--- src/rtl/timer_sched_if.sv ---
// Timer peripheral register bus as seen from the scheduler.
// master: scheduler side (drives strobes, address, write data).
// slave : timer side (returns read data and the interrupt line).
//   bus_write_en   write strobe, single cycle
//   bus_read_en    read strobe, single cycle
//   bus_addr       register address
//   bus_write_data write data
//   bus_read_data  read data, valid the cycle after bus_read_en
//   fabint         timer interrupt, may be a one-cycle pulse
interface timer_sched_if;
   logic        bus_write_en;
   logic        bus_read_en;
   logic [31:0] bus_addr;
   logic [31:0] bus_write_data;
   logic [31:0] bus_read_data;
   logic        fabint;

   modport master (
      output bus_write_en, bus_read_en, bus_addr, bus_write_data,
      input  bus_read_data, fabint
   );

   modport slave (
      input  bus_write_en, bus_read_en, bus_addr, bus_write_data,
      output bus_read_data, fabint
   );
endinterface

--- src/rtl/timer_sched.sv ---
// Shares one fabric timer between N one-shot delay requesters.
// A round-robin arbiter grants a pending req, programs the timer (overflow,
// then control), waits for fabint, reads/clears the status, stops the timer
// and pulses done for the winner.
//   pclk, reset  clock, asynchronous active-high reset
//   req          per-requester request level, held until ack
//   delay        requester i delay at [i*DELAY_W +: DELAY_W], sampled at grant
//   ack, done    one-cycle per-requester pulses
//   err          pulses with done when captured status bit0 was 0
//   busy         high in every state except IDLE
//   bus          timer register bus (master side)
module timer_sched #(
   parameter int unsigned N          = 4,
   parameter int unsigned DELAY_W    = 32,
   parameter logic [31:0] TIMER_BASE = 32'h0000_0000
) (
   input  logic                 pclk,
   input  logic                 reset,
   input  logic [N-1:0]         req,
   input  logic [N*DELAY_W-1:0] delay,
   output logic [N-1:0]         ack,
   output logic [N-1:0]         done,
   output logic                 err,
   output logic                 busy,
   timer_sched_if.master        bus
);

   localparam int unsigned IDX_W    = (N > 1) ? $clog2(N) : 1;
   localparam logic [31:0] ADDR_OVF  = TIMER_BASE + 32'h0000_0000;
   localparam logic [31:0] ADDR_CTRL = TIMER_BASE + 32'h0000_0008;
   localparam logic [31:0] ADDR_STAT = TIMER_BASE + 32'h0000_0010;
   // enable | interrupt enable | overflow interrupt enable
   localparam logic [31:0] CTRL_RUN  = 32'h0000_000B;

   typedef enum logic [3:0] {
      INIT, IDLE, WR_OVF, WR_CTRL, WAIT, RD_STAT, CAPT, STOP, DONE
   } stateE;

   stateE               stateQ, stateNext;
   logic [DELAY_W-1:0]  dlyQ, dlyNext;
   logic [IDX_W-1:0]    gQ, gNext;
   logic [1:0]          stQ, stNext;
   logic [IDX_W-1:0]    ptrQ, ptrNext;
   logic [N-1:0]        ackNext, doneNext;
   logic                errNext, busyNext;
   logic                wrNext, rdNext;
   logic [31:0]         addrNext, dataNext;
   logic [IDX_W-1:0]    grantIdx;
   logic [DELAY_W-1:0]  grantDly;

   // First set req bit at or above p, wrapping; scanned downward so the
   // closest candidate is the last one assigned.
   function automatic logic [IDX_W-1:0] pickNext(input logic [N-1:0] r,
                                                 input logic [IDX_W-1:0] p);
      logic [IDX_W-1:0] g;
      int idx;
      g = p;
      for (int k = int'(N) - 1; k >= 0; k--) begin
         idx = (int'(p) + k) % int'(N);
         if (r[IDX_W'(idx)]) g = IDX_W'(idx);
      end
      return g;
   endfunction

   assign grantIdx = pickNext(req, ptrQ);
   assign grantDly = delay[32'(grantIdx) * DELAY_W +: DELAY_W];

   // State and registered outputs
   always_ff @(posedge pclk or posedge reset) begin
      if (reset) begin
         stateQ             <= INIT;
         dlyQ               <= '0;
         gQ                 <= '0;
         stQ                <= '0;
         ptrQ               <= '0;
         ack                <= '0;
         done               <= '0;
         err                <= 1'b0;
         busy               <= 1'b1;
         bus.bus_write_en   <= 1'b0;
         bus.bus_read_en    <= 1'b0;
         bus.bus_addr       <= '0;
         bus.bus_write_data <= '0;
      end else begin
         stateQ             <= stateNext;
         dlyQ               <= dlyNext;
         gQ                 <= gNext;
         stQ                <= stNext;
         ptrQ               <= ptrNext;
         ack                <= ackNext;
         done               <= doneNext;
         err                <= errNext;
         busy               <= busyNext;
         bus.bus_write_en   <= wrNext;
         bus.bus_read_en    <= rdNext;
         bus.bus_addr       <= addrNext;
         bus.bus_write_data <= dataNext;
      end
   end

   // Next state; registered outputs are computed for the state being entered
   // so each strobe lines up with its state (read data then lands in CAPT).
   // INIT is the exception: its stop write appears in the first IDLE cycle.
   always_comb begin
      stateNext = stateQ;
      dlyNext   = dlyQ;
      gNext     = gQ;
      stNext    = stQ;
      ptrNext   = ptrQ;
      ackNext   = '0;
      doneNext  = '0;
      errNext   = 1'b0;
      wrNext    = 1'b0;
      rdNext    = 1'b0;
      addrNext  = bus.bus_addr;
      dataNext  = bus.bus_write_data;

      case (stateQ)
         INIT: begin
            stateNext = IDLE;
            wrNext    = 1'b1;
            addrNext  = ADDR_CTRL;
            dataNext  = '0;
         end
         IDLE: begin
            if (|req) begin
               stateNext         = WR_OVF;
               dlyNext           = grantDly;
               gNext             = grantIdx;
               ackNext[grantIdx] = 1'b1;
               wrNext            = 1'b1;
               addrNext          = ADDR_OVF;
               dataNext          = 32'(grantDly);
            end
         end
         WR_OVF: begin
            stateNext = WR_CTRL;
            wrNext    = 1'b1;
            addrNext  = ADDR_CTRL;
            dataNext  = CTRL_RUN;
         end
         WR_CTRL: stateNext = WAIT;
         WAIT: begin
            if (bus.fabint) begin
               stateNext = RD_STAT;
               rdNext    = 1'b1;
               addrNext  = ADDR_STAT;
            end
         end
         RD_STAT: stateNext = CAPT;
         CAPT: begin
            stNext    = bus.bus_read_data[1:0];
            stateNext = STOP;
            wrNext    = 1'b1;
            addrNext  = ADDR_CTRL;
            dataNext  = '0;
         end
         STOP: begin
            stateNext    = DONE;
            doneNext[gQ] = 1'b1;
            errNext      = ~stQ[0];
         end
         DONE: begin
            stateNext = IDLE;
            ptrNext   = (gQ == IDX_W'(N - 1)) ? '0 : gQ + IDX_W'(1);
         end
         default: stateNext = INIT;
      endcase

      busyNext = (stateNext != IDLE);
   end

endmodule
--- src/flat_wrapper.sv ---
// flat-port wrapper written by rule: the top's interface ports become plain ports
module timer_sched_flat 
#(
   parameter int unsigned N          = 4,
   parameter int unsigned DELAY_W    = 32,
   parameter logic [31:0] TIMER_BASE = 32'h0000_0000
)
  (pclk, reset, req, delay, ack, done, err, busy, bus_bus_write_en, bus_bus_read_en, bus_bus_addr, bus_bus_write_data, bus_bus_read_data, bus_fabint);
  timer_sched_if bus_i ();
  input  logic pclk;
  input  logic reset;
  input  logic [N-1:0] req;
  input  logic [N*DELAY_W-1:0] delay;
  output logic [N-1:0] ack;
  output logic [N-1:0] done;
  output logic err;
  output logic busy;
  output wire logic [$bits(bus_i.bus_write_en)-1:0] bus_bus_write_en;
  output wire logic [$bits(bus_i.bus_read_en)-1:0] bus_bus_read_en;
  output wire logic [$bits(bus_i.bus_addr)-1:0] bus_bus_addr;
  output wire logic [$bits(bus_i.bus_write_data)-1:0] bus_bus_write_data;
  input wire logic [$bits(bus_i.bus_read_data)-1:0] bus_bus_read_data;
  input wire logic [$bits(bus_i.fabint)-1:0] bus_fabint;
  assign bus_bus_write_en = bus_i.bus_write_en;
  assign bus_bus_read_en = bus_i.bus_read_en;
  assign bus_bus_addr = bus_i.bus_addr;
  assign bus_bus_write_data = bus_i.bus_write_data;
  assign bus_i.bus_read_data = bus_bus_read_data;
  assign bus_i.fabint = bus_fabint;
  timer_sched #(.N(N), .DELAY_W(DELAY_W), .TIMER_BASE(TIMER_BASE)) u_core (.pclk(pclk), .reset(reset), .req(req), .delay(delay), .ack(ack), .done(done), .err(err), .busy(busy), .bus(bus_i));
endmodule
--- config.mk ---
export PLATFORM = sky130hd
export DESIGN_NAME = timer_sched_flat
export DESIGN_NICKNAME = d
export VERILOG_FILES = /design/src/rtl/timer_sched_if.sv /design/src/rtl/timer_sched.sv /design/src/flat_wrapper.sv
export SDC_FILE = /design/constraint.sdc
export NUM_CORES = 1
export LEC_CHECK = 0
export ABC_AREA = 1
export CAP_MARGIN = 20
export CORE_MARGIN = 3
export CORE_UTILIZATION = 39
export DETAILED_ROUTE_END_ITERATION = 8
export MAX_ROUTING_LAYER = met4
export PLACE_DENSITY = 0.86
export SLEW_MARGIN = 5
export SYNTH_ARGS = -nofsm -noshare
export SYNTH_HDL_FRONTEND = slang
export SYNTH_SLANG_ARGS = --single-unit
--- constraint.sdc ---
create_clock -name pclk -period 3.5 [get_ports pclk]
set_clock_uncertainty 0.2 [all_clocks]
set_input_delay 0.35 -clock pclk [delete_from_list [all_inputs] [get_ports pclk]]
set_output_delay 0.35 -clock pclk [all_outputs]
set_load 0.02 [all_outputs]
==> impl_results.md <==
* Hold buffer count at CTS at 0
* Synth-to-Final Area Change at 49.8%
* Vias in the first global route at ~3800
* Top-area cell type share of the netlist area at about 37%
* Final setup vio count at 0
* Power Density at 979 mW/mm^2
* Post-CTS Setup Repair Bufs at 0
* Synth Area in Compound Gates at 1.91%
* Period utilisation layout at between 80% and 90%
* Crit Path Class: reg2reg
* Count leader, synth: nand2_1
* Fillers at around 770
* Hold Crit Class: in2async
* Number of synthesized flops with an enable pin at 0
* P_sw at between 2000 and 3000 uW
* Crit path DAT at just under 3 ns
* Syn. warnings at 0
* Antenna-violating nets left at 0
* Gr usage total at a little over a fifth
* Synth Instances at 507
* Worst-path fanout max at 40
* Die Y at between 100 and 150 um
* Post-synthesis register bit count at 55
* 1st-pass router iterations at 5
* Port bufs at around 180
* Initial Util at 41.1%
* Largest net degree at the start of global routing at 64
* First-pass GRT wire length at approximately 18 mm
* Worst-Skew Late Latency at roughly 0.3 ns
* Ys flop type: dfrtp_1
* P_leak at around 0.0026 uW
* Flop pwr share at 20.3%
* Synth Area in Adders at 1.36%
* Clock share of power at between 6 and 7%
* Clock root buffer: clkbuf_8
* Critical Path Sink Type: flop
* Share of cells above drive strength 1 at 6.86%
* Post-layout min period at about 2.9 ns
* Mapped Area at 0.00367 mm^2
* Post-Syn Area per Cell at about 7.2 um^2
* Max cap viols at 0
* Slew Limit Headroom at 58.3%
* DR vias at 4059
* DP HPWL at around 9.2 mm
* Row cnt at 34
* Netlist cell types at 25
* Seq. cell area at between 0.001 and 0.0015 mm^2
* Slew Limit Fails at 0
* Final #Nets at 841
* Combinational share of power at 73.1%
* Placed cell count at 770
* Crit path launch type: flop
* Hold Fails Final Rpt at 0
* Switching share of total power at roughly 54%
* DRT iter0 DRCs at between 150 and 200
* Worst path required time at 3.53 ns
* Io pins at ~240
* CTS tree: yes
* CTS Buf Count at 5
* Vias/cell at roughly 5.2
* Area leader, netlist: dfrtp_1
* Status: complete, no violations
* Max frequency at approximately 350 MHz
* Largest family of logic cells by synthesized area: simple AND/OR/NAND/NOR gates
* Gr ovfl total at 0
* CTS-repair resized insts at 0
* Seq/Total Area, Yosys at between 30 and 40%
* Fin Setup TNS at 0 ns
* Max Root-Sink Buffers at 2
* Post-synth ARST share at 100%
* Cell internal pwr at about 2500 uW
* Multiplexer share of the synthesized area at 0%
* Synth top area cells: dfrtp_1 37%, nand3_1 17%, nand2_1 15%
* Placer Congestion at ~1
* Drt total wl at roughly 12 mm
* Antenna diode count at 0
* CTS Sinks at 55
* DIE WIDTH at just over 100 um
* Die Area at roughly 0.011 mm^2
* Initial antenna violation count at 0
* H-tree levels at 2
* Max IR drop VDD at approximately 0.63 mV
* Core area at 0.00893 mm^2
* Multi-input gate area at between 0.0015 and 0.002 mm^2
* Slew @ Worst Pin at slightly above 0.6 ns
* RSZ-0062 raised after global routing: false
* Xor/xnor share of the synthesized area at 0%
* Clk slew on worst S/H paths at 0.11 ns
* DRC violations left at 0
* WL per Instance at between 15 and 20 um
* Final Non-Filler Cells at 779
* Post-synth top cells: 145 x nand2_1, 123 x nand3_1, 54 x dfrtp_1, 31 x buf_4, 31 x nand4_1
* Simple logic cell fraction of the synthesized area at between 40% and 50%
==> registers in the layout (all words and copies together) (netlist names) <==
register                   count
u_core.bus.bus_read_en         1
u_core.bus.bus_write_en        1
u_core.bus.bus_write_data     32
u_core.bus.bus_addr            2
u_core.stateQ                  4
u_core.done                    4
u_core.ack                     4
u_core.err                     1
u_core.busy                    1
u_core.ptrQ                    2
u_core.stQ                     1
u_core.gQ                      2
==> through the flow <==
| stage | power [uW] | hold slack [ns] | worst slack [ns] | instance area (um^2) | utilization (%) |
|---|---|---|---|---|---|
| after floorplan | 3940 | 0.197 | 1.53 | 3780 | - |
| after global placement | 4900 | 0.219 | 0.544 | 5390 | 60.4 |
| after detailed placement | 5020 | 0.207 | 0.421 | 5390 | 60.4 |
| after CTS | 5390 | 0.236 | 0.613 | 5480 | 61.4 |
| after global routing | 5860 | 0.133 | 0.364 | 5500 | 61.6 |
| final | 5390 | 0.122 | 0.613 | 5500 | 61.6 |
==> path summary, 6_finish.rpt <==
kind	start	to	slack [ns]	cells past startpoint
max in group asynchronous	reset	u_core.bus.bus_write_data[9]	2.44	3
max	u_core.ptrQ[0]	u_core.bus.bus_write_data[0]	0.61	17
min in group pclk	u_core.stQ[0]	u_core.err	0.23	1
max reg2reg	u_core.ptrQ[0]	u_core.bus.bus_write_data[0]	0.61	17
min	reset	u_core.bus.bus_write_data[23]	0.12	2
min reg2reg	u_core.stQ[0]	u_core.err	0.23	1
==> cell families (layout without fill, tap and decap cells) <==
logic type / count (synthesis) / count (layout)
compound gates: 14 / 14
fa+ha+maj: 4 / 4
buf+inv: 93 / 228
flops: 55 / 55
other cells: 1 / 30
simple gates: 340 / 340
==> worst max-delay path: stages, from the launching register on <==
cell and delay, ns:
dfrtp_1 0.60, inv_4 0.10, nand2_1 0.10, nand2_1 0.07
nand2_1 0.08, nand2_1 0.07, nand2_2 0.09, nand2_4 0.06
nand2_2 0.07, nand2_4 0.09, nand2_4 0.28, buf_4 0.47
nand2_1 0.09, nand2_1 0.08, nand2_1 0.05, nand2_1 0.11
nand2_1 0.05, a21oi_1 0.13
==> power groups by stage <==
stage                     registers [uW]  logic, uW  clock network, uW
after global routing                1120       4350                393
after CTS                           1090       3940                366
after global placement              1080       3810                  0
after floorplan                     1320       2620                  0
after detailed placement            1090       3930                  0
final                               1090       3940                357
==> placed cells by master, fill, tap and decap left out, types with 7 or more instances in the layout <==
| master | synthesis | routed |
|---|---|---|
| a21oi_1 | 8 | 8 |
| nand3_1 | 123 | 123 |
| dfrtp_1 | 54 | 54 |
| clkdlybuf4s50_1 | 0 | 181 |
| inv_2 | 6 | 7 |
| nand3_2 | 11 | 11 |
| nand4_1 | 31 | 31 |
| inv_1 | 23 | 22 |
| nor2_1 | 20 | 18 |
| conb_1 | 1 | 30 |
| nand2_1 | 145 | 145 |
==> cell type report <==
type                    count  share of cell area [%]
multi-input cells         388                    33.9
repair buffers            189                    34.7
inverters                  31                    2.21
clock inverters             3                   0.409
well taps                 108                    2.46
clock buffers               5                    1.25
flip-flops and latches     55                    25.0
==> routing by layer <==
layer | vias up | part of all wire, % | track usage (%)
met2 | 203 | 52 | 38.1
met1 | 1883 | 39 | 26.8
met5 | - | 0 | -
met3 | 22 | 7.4 | 3.18
li1 | 1951 | - | -
met4 | 0 | 1.5 | 4.88
Power figures use the tool's default switching activity.
